[src/rtl/pe_pkg.sv]
// Shared PE encodings: mode codes, command op codes and controller state codes.
// Also used by the PE and the array top.
package pe_pkg;

  localparam logic [1:0] MODE_SINGLE = 2'd0;
  localparam logic [1:0] MODE_SAVE   = 2'd1;
  localparam logic [1:0] MODE_SA     = 2'd2;
  localparam logic [1:0] MODE_INIT   = 2'd3;

  localparam logic [1:0] OP_SINGLE  = 2'd0;
  localparam logic [1:0] OP_LOAD    = 2'd1;
  localparam logic [1:0] OP_SA      = 2'd2;
  localparam logic [1:0] OP_ILLEGAL = 2'd3;

  typedef logic [2:0] state_t;

  localparam state_t ST_IDLE    = 3'd0;
  localparam state_t ST_LOAD    = 3'd1;
  localparam state_t ST_RUN_SA  = 3'd2;
  localparam state_t ST_RUN_SGL = 3'd3;
  localparam state_t ST_DRAIN   = 3'd4;

endpackage

[src/rtl/pe_ctrl_dly.sv]
// Valid shift register of parameterised depth.
// It lines up tagged fire events with the PE output register.
module pe_ctrl_dly #(
  parameter int DEPTH = 1
) (
  input  logic clk,
  input  logic rst,
  input  logic din,
  output logic dout
);

  logic [DEPTH-1:0] sr;

  always_ff @(posedge clk) begin
    if (!rst) begin
      sr <= '0;
    end else begin
      sr[0] <= din;
      for (int i = 1; i < DEPTH; i++) sr[i] <= sr[i-1];
    end
  end

  assign dout = sr[DEPTH-1];

endmodule

[src/rtl/pe_ctrl.sv]
// Command sequencer for the PE datapath. Optional perf counters: PE_CTRL_PERF_EN.
// state      | meaning
// IDLE       | ready for a command, PE holds (mode 3)
// LOAD       | pacing save beats (mode 1)
// RUN_SA     | pacing systolic beats (mode 2, activate)
// RUN_SGL    | pacing single-PE accumulate beats (mode 0)
// DRAIN      | waiting PIPE_LAT+1 cycles for the PE chain, then done
module pe_ctrl
  import pe_pkg::*;
#(
  parameter int LEN_W    = 4,
  parameter int PIPE_LAT = 0
) (
  input  logic             clk,
  input  logic             rst,
  input  logic             cmd_valid,
  output logic             cmd_ready,
  input  logic [1:0]       cmd_op,
  input  logic [LEN_W-1:0] cmd_len,
  input  logic             in_valid,
  output logic             in_ready,
  output logic [1:0]       mode_o,
  output logic             activate_o,
  output logic             res_valid_o,
  output logic             done_o,
  output logic             err_o
`ifdef PE_CTRL_PERF_EN
  ,
  output logic [31:0]      perf_busy_o,
  output logic [31:0]      perf_stall_o
`endif
);

  localparam int DLY_W = (PIPE_LAT > 0) ? $clog2(PIPE_LAT + 1) : 1;

  state_t           state;
  logic [LEN_W-1:0] len_q;
  logic [LEN_W-1:0] cnt;
  logic [DLY_W-1:0] dly;
  logic             err_q;
  logic             fire;
  logic             last;
  logic             res_tag;

  assign cmd_ready = (state == ST_IDLE);
  assign in_ready  = (state == ST_LOAD) || (state == ST_RUN_SA) || (state == ST_RUN_SGL);
  assign fire      = in_ready && in_valid;
  assign last      = fire && (cnt == len_q);
  assign res_tag   = fire && ((state == ST_RUN_SA) || ((state == ST_RUN_SGL) && last));
  assign done_o    = (state == ST_DRAIN) && (dly == '0);
  assign err_o     = done_o && err_q;

  // A stalled beat drops to MODE_INIT so every PE register holds.
  always_comb begin
    mode_o     = MODE_INIT;
    activate_o = 1'b0;
    if (in_valid) begin
      case (state)
        ST_LOAD:    mode_o = MODE_SAVE;
        ST_RUN_SA: begin
          mode_o     = MODE_SA;
          activate_o = 1'b1;
        end
        ST_RUN_SGL: mode_o = MODE_SINGLE;
        default:    mode_o = MODE_INIT;
      endcase
    end
  end

  always_ff @(posedge clk) begin
    if (!rst) begin
      state <= ST_IDLE;
      len_q <= '0;
      cnt   <= '0;
      dly   <= '0;
      err_q <= 1'b0;
    end else begin
      case (state)
        ST_IDLE: begin
          if (cmd_valid) begin
            len_q <= cmd_len;
            cnt   <= '0;
            dly   <= DLY_W'(PIPE_LAT);
            err_q <= (cmd_op == OP_ILLEGAL);
            case (cmd_op)
              OP_LOAD:   state <= ST_LOAD;
              OP_SA:     state <= ST_RUN_SA;
              OP_SINGLE: state <= ST_RUN_SGL;
              default:   state <= ST_DRAIN;
            endcase
          end
        end
        ST_LOAD, ST_RUN_SA, ST_RUN_SGL: begin
          if (last) begin
            state <= ST_DRAIN;
            dly   <= DLY_W'(PIPE_LAT);
          end else if (fire) begin
            cnt <= cnt + LEN_W'(1);
          end
        end
        ST_DRAIN: begin
          if (dly == '0) begin
            state <= ST_IDLE;
            err_q <= 1'b0;
          end else begin
            dly <= dly - DLY_W'(1);
          end
        end
        default: state <= ST_IDLE;
      endcase
    end
  end

  pe_ctrl_dly #(.DEPTH(PIPE_LAT + 1)) u_dly (
    .clk  (clk),
    .rst  (rst),
    .din  (res_tag),
    .dout (res_valid_o)
  );

`ifdef PE_CTRL_PERF_EN
  always_ff @(posedge clk) begin
    if (!rst) begin
      perf_busy_o  <= '0;
      perf_stall_o <= '0;
    end else begin
      if ((state != ST_IDLE) && (perf_busy_o != 32'hFFFF_FFFF))
        perf_busy_o <= perf_busy_o + 32'd1;
      if (in_ready && !in_valid && (perf_stall_o != 32'hFFFF_FFFF))
        perf_stall_o <= perf_stall_o + 32'd1;
    end
  end
`endif

endmodule
[config.mk]
export PLATFORM = sky130hd
export DESIGN_NAME = pe_ctrl
export DESIGN_NICKNAME = d
export VERILOG_FILES = /design/src/rtl/pe_pkg.sv /design/src/rtl/pe_ctrl_dly.sv /design/src/rtl/pe_ctrl.sv
export SDC_FILE = /design/constraint.sdc
export NUM_CORES = 1
export LEC_CHECK = 0
export CAP_MARGIN = 20
export CORE_UTILIZATION = 30
export CTS_CLUSTER_SIZE = 20
export DETAILED_ROUTE_END_ITERATION = 6
export GPL_ROUTABILITY_DRIVEN = 0
export SLEW_MARGIN = 40
export SYNTH_ARGS = -nofsm -noshare
export SYNTH_HDL_FRONTEND = slang
export SYNTH_SLANG_ARGS = --single-unit
[constraint.sdc]
create_clock -name clk -period 3.75 [get_ports clk]
set_input_delay 0.375 -clock clk [delete_from_list [all_inputs] [get_ports clk]]
set_output_delay 0.375 -clock clk [all_outputs]
set_load 0.01 [all_outputs]
# After elaboration in Yosys (flattened, before gate mapping)
# Cells that the tools add are included.
[totals]
reg_bits = 14
out_inout_bits = 8
[classes]
n_addsub = 2
n_eq_ne = 13
muxes = 20
bitwise_logic = 1
reduce_logical = 20
[ops]
columns = ["cell", "count"]
rows = [
  ["$pmux W3 S3", 2],
  ["$mux W4", 3],
  ["$ne A2 B2 Y1 const B", 5],
  ["$mux W3", 3],
  ["$reduce_and A3 Y1", 3],
  ["$pmux W4 S2", 1],
  ["$mux W1", 7],
  ["$eq A3 B2 Y1 const B", 2],
  ["$logic_and A1 B1 Y1", 6],
  ["$pmux W2 S3", 1],
  ["$add A4 B1 Y4 const B", 1],
  ["$eq A2 B2 Y1 const B", 2],
  ["$eq A4 B4 Y1", 1],
  ["$reduce_and A4 Y1", 1],
  ["$reduce_bool A2 Y1", 2],
  ["$eq A3 B1 Y1 const B", 1],
  ["$eq A3 B3 Y1 const B", 1],
  ["$logic_not A3 Y1", 1],
  ["$logic_or A1 B1 Y1", 3],
  ["$pmux W1 S3", 1],
  ["$reduce_bool A3 Y1", 1],
  ["$reduce_or A3 Y1", 1],
  ["$eq A2 B1 Y1 const B", 1],
  ["$logic_not A2 Y1", 1],
  ["5 further kinds", 5],
]

# Logic depth before layout (Yosys ltp)
# Gate-level depths: netlist of run 1.
[depth]
ltp_word = 8
mapped_depth = 5
mapped_depth_nobuf = 4

# Modules after synthesis
# A second synthesis of run 1 with hierarchy kept.
[hier_totals]
hier_cells = 81
hier_area_um2 = 659.4
[by_module_without_submodules]
columns = ["module", "instances", "cells_per_inst", "area_each_um2", "seq_area_each_um2"]
rows = [
  ["pe_ctrl", 1, 79, 633.1, 240.2],
  ["pe_ctrl_dly", 1, 2, 26.3, 20.0],
]

# Least setup slack after synthesis of run 1
# OpenSTA, ideal clock, no wires.
[synth_path]
kind = "register to register"
startpoint = "reg cnt[1]"
endpoint = "reg state[0]"
arrival_ns = 1.181
t_required_ns = 3.633
path_slack_ns = 2.452
stages_incl_launch_ff = 5
period_less_slack_ns = 1.298
cell_sequence = "dfxtp_1 xor2_1 nor4_4 a21oi_1 o2bb2ai_1"
[synth_via]
elab_chain_cells = 4
[synth_lines]
columns = ["element", "line", "text"]
rows = [
  ["start, declared", "pe_ctrl.sv:38", "logic [LEN_W-1:0] cnt;"],
  ["start signal, assigned", "pe_ctrl.sv:98", "cnt <= cnt + LEN_W'(1);"],
  ["$eq A4 B4 Y1", "pe_ctrl.sv:48", "assign last = fire && (cnt == len_q);"],
  ["$logic_and A1 B1 Y1", "pe_ctrl.sv:48", ""],
  ["$ne A2 B2 Y1 (no source line)", "--", ""],
  ["$reduce_and A3 Y1 (no source line)", "--", ""],
  ["end signal, assigned", "pe_ctrl.sv:72", "state <= ST_IDLE;"],
  ["end signal, assigned", "pe_ctrl.sv:86", "OP_LOAD: state <= ST_LOAD;"],
  ["end signal, assigned", "pe_ctrl.sv:87", "OP_SA: state <= ST_RUN_SA;"],
  ["end, declared", "pe_ctrl.sv:36", "state_t state;"],
]
# Every way passes these cells.
# A chain may end at the register's enable or synchronous reset.

# Worst setup path after layout of run 1
[layout_path]
startpoint = "in in_valid"
endpoint = "out activate_o"
[layout_via]
elab_chain_cells = 1
[layout_lines]
columns = ["element", "line", "text"]
rows = [
  ["start, declared", "pe_ctrl.sv:20", "input logic in_valid,"],
  ["$mux W1", "pe_ctrl.sv:57", "if (in_valid) begin"],
  ["end, declared", "pe_ctrl.sv:23", "output logic activate_o,"],
]
# Every way passes these cells.

==> results of run 1 <==
-- power groups by stage --
stage | sequential [mW] | clock, mW | combinational [mW]
floorplan | 0.156 | 0 | 0.0483
global placement | 0.158 | 0 | 0.0799
detailed placement | 0.158 | 0 | 0.0800
CTS | 0.155 | 0.0888 | 0.0801
global route | 0.156 | 0.0968 | 0.0883
finish | 0.155 | 0.0839 | 0.0791
-- cell type report --
type	count	area, um^2	share of cell area
clock buffers	4	26.3	0.0296
well taps	27	33.8	0.0380
inverters	1	3.75	0.00423
repair buffers	17	170	0.192
multi-input cells	61	394	0.444
flip-flops and latches	13	260	0.293
-- logic make-up (layout without fill, tap and decap cells) --
| kind of cell | after synthesis | in the layout | synth area share |
|---|---|---|---|
| compound gates | 17 | 17 | 0.184 |
| xor+xnor | 4 | 4 | 0.0525 |
| fa+ha+maj | 1 | 1 | 0.0188 |
| buf+inv | 3 | 22 | 0.0187 |
| flops | 13 | 13 | 0.390 |
| mux | 2 | 2 | 0.0300 |
| simple gates | 37 | 37 | 0.306 |
-- registers in the layout (all words and copies together) (netlist names) --
register	cells
cnt	4
err_q	1
u_dly.dout	1
len_q	4
state	3
-- per-layer routing --
| layer | track usage | up-vias | wire (um) |
|---|---|---|---|
| met5 | 0 | - | 0 |
| met4 | 0.0588 | 0 | 17 |
| met3 | 0.0374 | 2 | 42 |
| met2 | 0.201 | 13 | 637 |
| met1 | 0.156 | 264 | 694 |
| li1 | - | 309 | - |
-- worst paths after layout --
check           start          to  slack, ps
max          in_valid  activate_o       1540
min reg2reg  len_q[1]    len_q[1]        470
min          len_q[1]    len_q[1]        470
max reg2reg    cnt[0]    state[1]       2300
-- Yosys cell counts --
cell type | count | area (um^2)
buf_2 | 1 | 5.00
ha_1 | 1 | 12.5
mux2i_1 | 2 | 20.0
o2bb2ai_1 | 2 | 17.5
clkbuf_1 | 1 | 3.75
and3_1 | 1 | 6.26
o21ai_0 | 1 | 5.00
inv_1 | 1 | 3.75
a21boi_1 | 5 | 37.5
nor4_4 | 1 | 21.3
a211o_1 | 2 | 17.5
nor2_1 | 3 | 11.3
nor2_2 | 1 | 6.26
nand4_1 | 1 | 6.26
or2_1 | 1 | 6.26
xor2_1 | 4 | 35.0
nand3b_1 | 3 | 22.5
nor3_2 | 1 | 10.0
dfxtp_1 | 13 | 260
nand2_1 | 15 | 56.3
o2111ai_1 | 1 | 8.76
nand3_1 | 4 | 20.0
nor2b_1 | 2 | 12.5
o21ai_1 | 1 | 5.00
nand2b_1 | 2 | 12.5
o211ai_1 | 1 | 7.51
a21oi_1 | 3 | 15.0
a32oi_1 | 1 | 8.76
and2_1 | 2 | 12.5
-- worst max-delay path, stage by stage --
cell             delay [ps]
clkdlybuf4s50_1         490
nor2b_1                 240
nand2_1                 100
nor2_1                   90
clkdlybuf4s50_1         530
==> results.json, run 1 <==
{
  "status": "finished clean",
  "hold_depth": 2,
  "die_area_mm2": 0.00242,
  "pre_cts_ws_ps": 1540,
  "tns_ps": 0,
  "antennaDiodeCount": 0,
  "avgSynthCellArea_um2": 8.66,
  "fin_cells": 123,
  "leakage_nw": 0.341,
  "pwr-share-comb": 0.249,
  "row_count": 16,
  "grt_pass1_wl_mm": 2.31,
  "final_common_cell": "clkdlybuf4s50_1",
  "setup_viol": 0,
  "coreArea_mm2": 0.00202,
  "ys_warn_count": 0,
  "drt_wl_total_mm": 1.39,
  "tightest_slew_ps": 528,
  "powerDensity_mw_per_mm2": 358,
  "wl_per_cell_um": 11.3,
  "layout_common_cells": "17 x clkdlybuf4s50_1, 15 x nand2_1, 13 x dfxtp_1",
  "insertion_delay_ps": 270,
  "cts_tree": "done",
  "cts_setup_buffers": 0,
  "clockBufferDepth": 2,
  "max_freq_mhz": 453,
  "portBuffers": 17,
  "p_sw_uw": 92.0,
  "setup_ws_ps": 1540,
  "numCtsBuffers": 3,
  "die_y_um": 49.2,
  "final_area_um2": 888,
  "finalNetCount": 108,
  "antenna_left": 0,
  "drc": 0,
  "seq_power_share": 0.487,
  "crit_required_ps": 3380,
  "drv_cap": 0,
  "cts_resized": 0,
  "fin_crit_ps": 2210,
  "globalRouteOverflowTotal": 0,
  "hold_viol": 0,
  "worstSetupPathType": "input pin to primary output",
  "fillers": 214,
  "fin_crit_sh": 0.589,
  "rsz0062_at_grt": "no",
  "syn_area_um2": 667,
  "io-pin-count": 18,
  "swShare": 0.290,
  "rr_worst_depth": 4,
  "antenna_found_initial": 0,
  "finalPower_uw": 318,
  "drt_iter0_drc": 12,
  "initial_core_util": 0.330,
  "place_area_um2": 862,
  "worstPathArrival_ps": 1830,
  "dp_cells": 119,
  "drv_slew": 0,
  "viasPerCell": 4.78,
  "die_w_um": 49.2,
  "fin_util": 0.439,
  "netlist_instances": 77,
  "path_max_fanout": 4,
  "startpoint_type": "input pin",
  "vdd_drop_max_uv": 192,
  "final_layout_size_suffix_gt1_frac": 0.0625,
  "grtUsageTotal": 0.127,
  "min-delay-path-class": "flip-flop to flip-flop",
  "grt_max_degree": 17,
  "holdWs_ps": 467,
  "synth_fp_nets": 88,
  "syn_to_final_growth_pct": 33.2,
  "clkPwrFrac": 0.264,
  "synth_seq_cells": 13,
  "ys_types": 29,
  "cts.clk_slew.worst_paths_ps": 80,
  "internal-power_uw": 226,
  "finalClockSkew_ps": 1.86,
  "root_buffer": "clkbuf_4",
  "yosysSeqAreaShare": 0.390,
  "hold_buffers": 0,
  "maxSlewHeadroom": 0.647,
  "h-tree-depth": 1,
  "end_kind": "primary output",
  "dp_hpwl_mm": 1.04,
  "drtPass1Iterations": 4,
  "grt_pass1_vias": 509,
  "numClockSinks": 13,
  "vias": 588
}
Note: power is estimated with default switching activity, not from simulation.
==> run 2, diff against run 1 <==
==> constraint.sdc (replaced) <==
create_clock -name clk -period 1.9 [get_ports clk]
set_input_delay 0.19 -clock clk [delete_from_list [all_inputs] [get_ports clk]]
set_output_delay 0.19 -clock clk [all_outputs]
set_load 0.01 [all_outputs]
==> run 2 against run 1 <==
Effect of this change: routed wire length grew 4.9%; first-iteration DRC count shrank 50%; critical path depth shrank 2; via count grew 4.4%; final cell count grew 1.6%; non-clock buffer count grew 2; total power grew 100%; sequential power grew 97%.
==> results.json, run 2 (synthesized netlist as in run 1, its figures left out) <==
{
  "vdd_drop_max_uv": 281,
  "crit_required_ps": 1710,
  "grtUsageTotal": 0.131,
  "status": "finished clean",
  "tightest_slew_ps": 499,
  "viasPerCell": 4.91,
  "drv_slew": 0,
  "finalNetCount": 110,
  "worstPathCellList": "nor2_2 -> and3_1 -> clkdlybuf4s50_1",
  "clockBufferDepth": 2,
  "max_stage_delay_ps": 530,
  "die_area_mm2": 0.00242,
  "cts_setup_buffers": 0,
  "grt_pass1_wl_mm": 2.37,
  "row_count": 16,
  "antennaDiodeCount": 0,
  "grt_max_degree": 10,
  "wl_per_cell_um": 11.7,
  "numClockSinks": 13,
  "insertion_delay_ps": 270,
  "cts.clk_slew.worst_paths_ps": 80,
  "initial_core_util": 0.330,
  "portBuffers": 17,
  "crit_buf_inv": 1,
  "path_max_fanout": 6,
  "seq_power_share": 0.477,
  "max_freq_mhz": 565,
  "dp_hpwl_mm": 1.07,
  "io-pin-count": 18,
  "grt_pass1_vias": 551,
  "cts_resized": 0,
  "pwr-share-comb": 0.255,
  "die_w_um": 49.2,
  "drtPass1Iterations": 4,
  "maxSlewHeadroom": 0.665,
  "final_layout_size_suffix_gt1_frac": 0.0918,
  "fin_crit_sh": 0.932,
  "setup_viol": 0,
  "drc": 0,
  "root_buffer": "clkbuf_4",
  "cts_tree": "done",
  "r2r_slack_ps": 420,
  "layout_common_cells": "17 x clkdlybuf4s50_1, 15 x nand2_1, 13 x dfxtp_1",
  "clkPwrFrac": 0.269,
  "antenna_left": 0,
  "reg2reg_from": "cnt[1]",
  "coreArea_mm2": 0.00202,
  "finalClockSkew_ps": 2.71,
  "worstPathArrival_ps": 1580,
  "syn_to_final_growth_pct": 35.8,
  "startpoint_type": "flip-flop",
  "end_kind": "primary output",
  "fin_crit_ps": 1770,
  "place_area_um2": 877,
  "drv_cap": 0,
  "vias": 614,
  "top_regs": "cnt x4, len_q x4, state x3",
  "internal-power_uw": 450,
  "hold_viol": 0,
  "leakage_nw": 0.351,
  "holdWs_ps": 456,
  "drt_wl_total_mm": 1.46,
  "cp_top_family": "buffers and inverters",
  "drt_iter0_drc": 6,
  "antenna_found_initial": 0,
  "startpoint": "state[1]",
  "hold_buffers": 0,
  "tns_ps": 0,
  "min_from": "cmd_len[3]",
  "swShare": 0.299,
  "min-delay-path-class": "input pin to flip-flop",
  "numCtsBuffers": 3,
  "slowest_stage": "clkdlybuf4s50_1",
  "globalRouteOverflowTotal": 0,
  "p_sw_uw": 192,
  "h-tree-depth": 1,
  "final_area_um2": 906,
  "worstSetupPathType": "flip-flop to primary output",
  "powerDensity_mw_per_mm2": 708,
  "rsz0062_at_grt": "no",
  "die_y_um": 49.2,
  "final_common_cell": "clkdlybuf4s50_1"
}
==> run 2: cell count changes in the layout (fill, tap and decap cells not counted), sizes merged <==
cell and delta:
buf +2
==> run 2: layout make-up <==
cell class | instances | area [um^2]
flip-flops and latches | 13 | 260
inverters | 1 | 3.75
clock buffers | 4 | 26.3
multi-input cells | 61 | 397
fillers | 214 | 1120
repair buffers | 19 | 185
well taps | 27 | 33.8
==> run 2: metrics by stage <==
stage / cells / utilization / setup WS (ps) / total power [mW]
2_1_floorplan: 77 / - / 602 / 0.403
3_3_place_gp: 121 / 0.434 / 156 / 0.472
3_5_place_dp: 121 / 0.434 / 139 / 0.474
4_1_cts: 125 / 0.447 / 38.9 / 0.646
5_1_grt: 125 / 0.448 / 48.2 / 0.678
6_report: 125 / 0.448 / 129 / 0.642
==> run 2: power groups by stage <==
stage	Clock (mW)	Combinational, mW	Sequential, mW
floorplan	0	0.0953	0.308
global placement	0	0.161	0.311
detailed placement	0	0.163	0.312
CTS	0.177	0.164	0.305
global route	0.190	0.178	0.309
finish	0.173	0.163	0.306
==> run 2: worst paths after layout <==
| check | endpoint | cells past startpoint |
|---|---|---|
| worst max-delay path | err_o | 3 |
| worst min-delay path | len_q[3] | 3 |
| worst max register to register | state[1] | 4 |
| worst min register to register | len_q[3] | 2 |
==> run 2: tightest hold or removal path, stage by stage <==
cell and delay [ps]:
clkdlybuf4s50_1 400, nand2_1 60, a21boi_1 50
==> run 2: layer usage <==
metal | track usage | part of all wire | vias to the layer above
li1 | - | - | 315
met1 | 0.161 | 0.48 | 289
met2 | 0.210 | 0.49 | 8
met3 | 0.0187 | 0.017 | 2
met4 | 0.0882 | 0.017 | 0
met5 | 0 | 0 | -
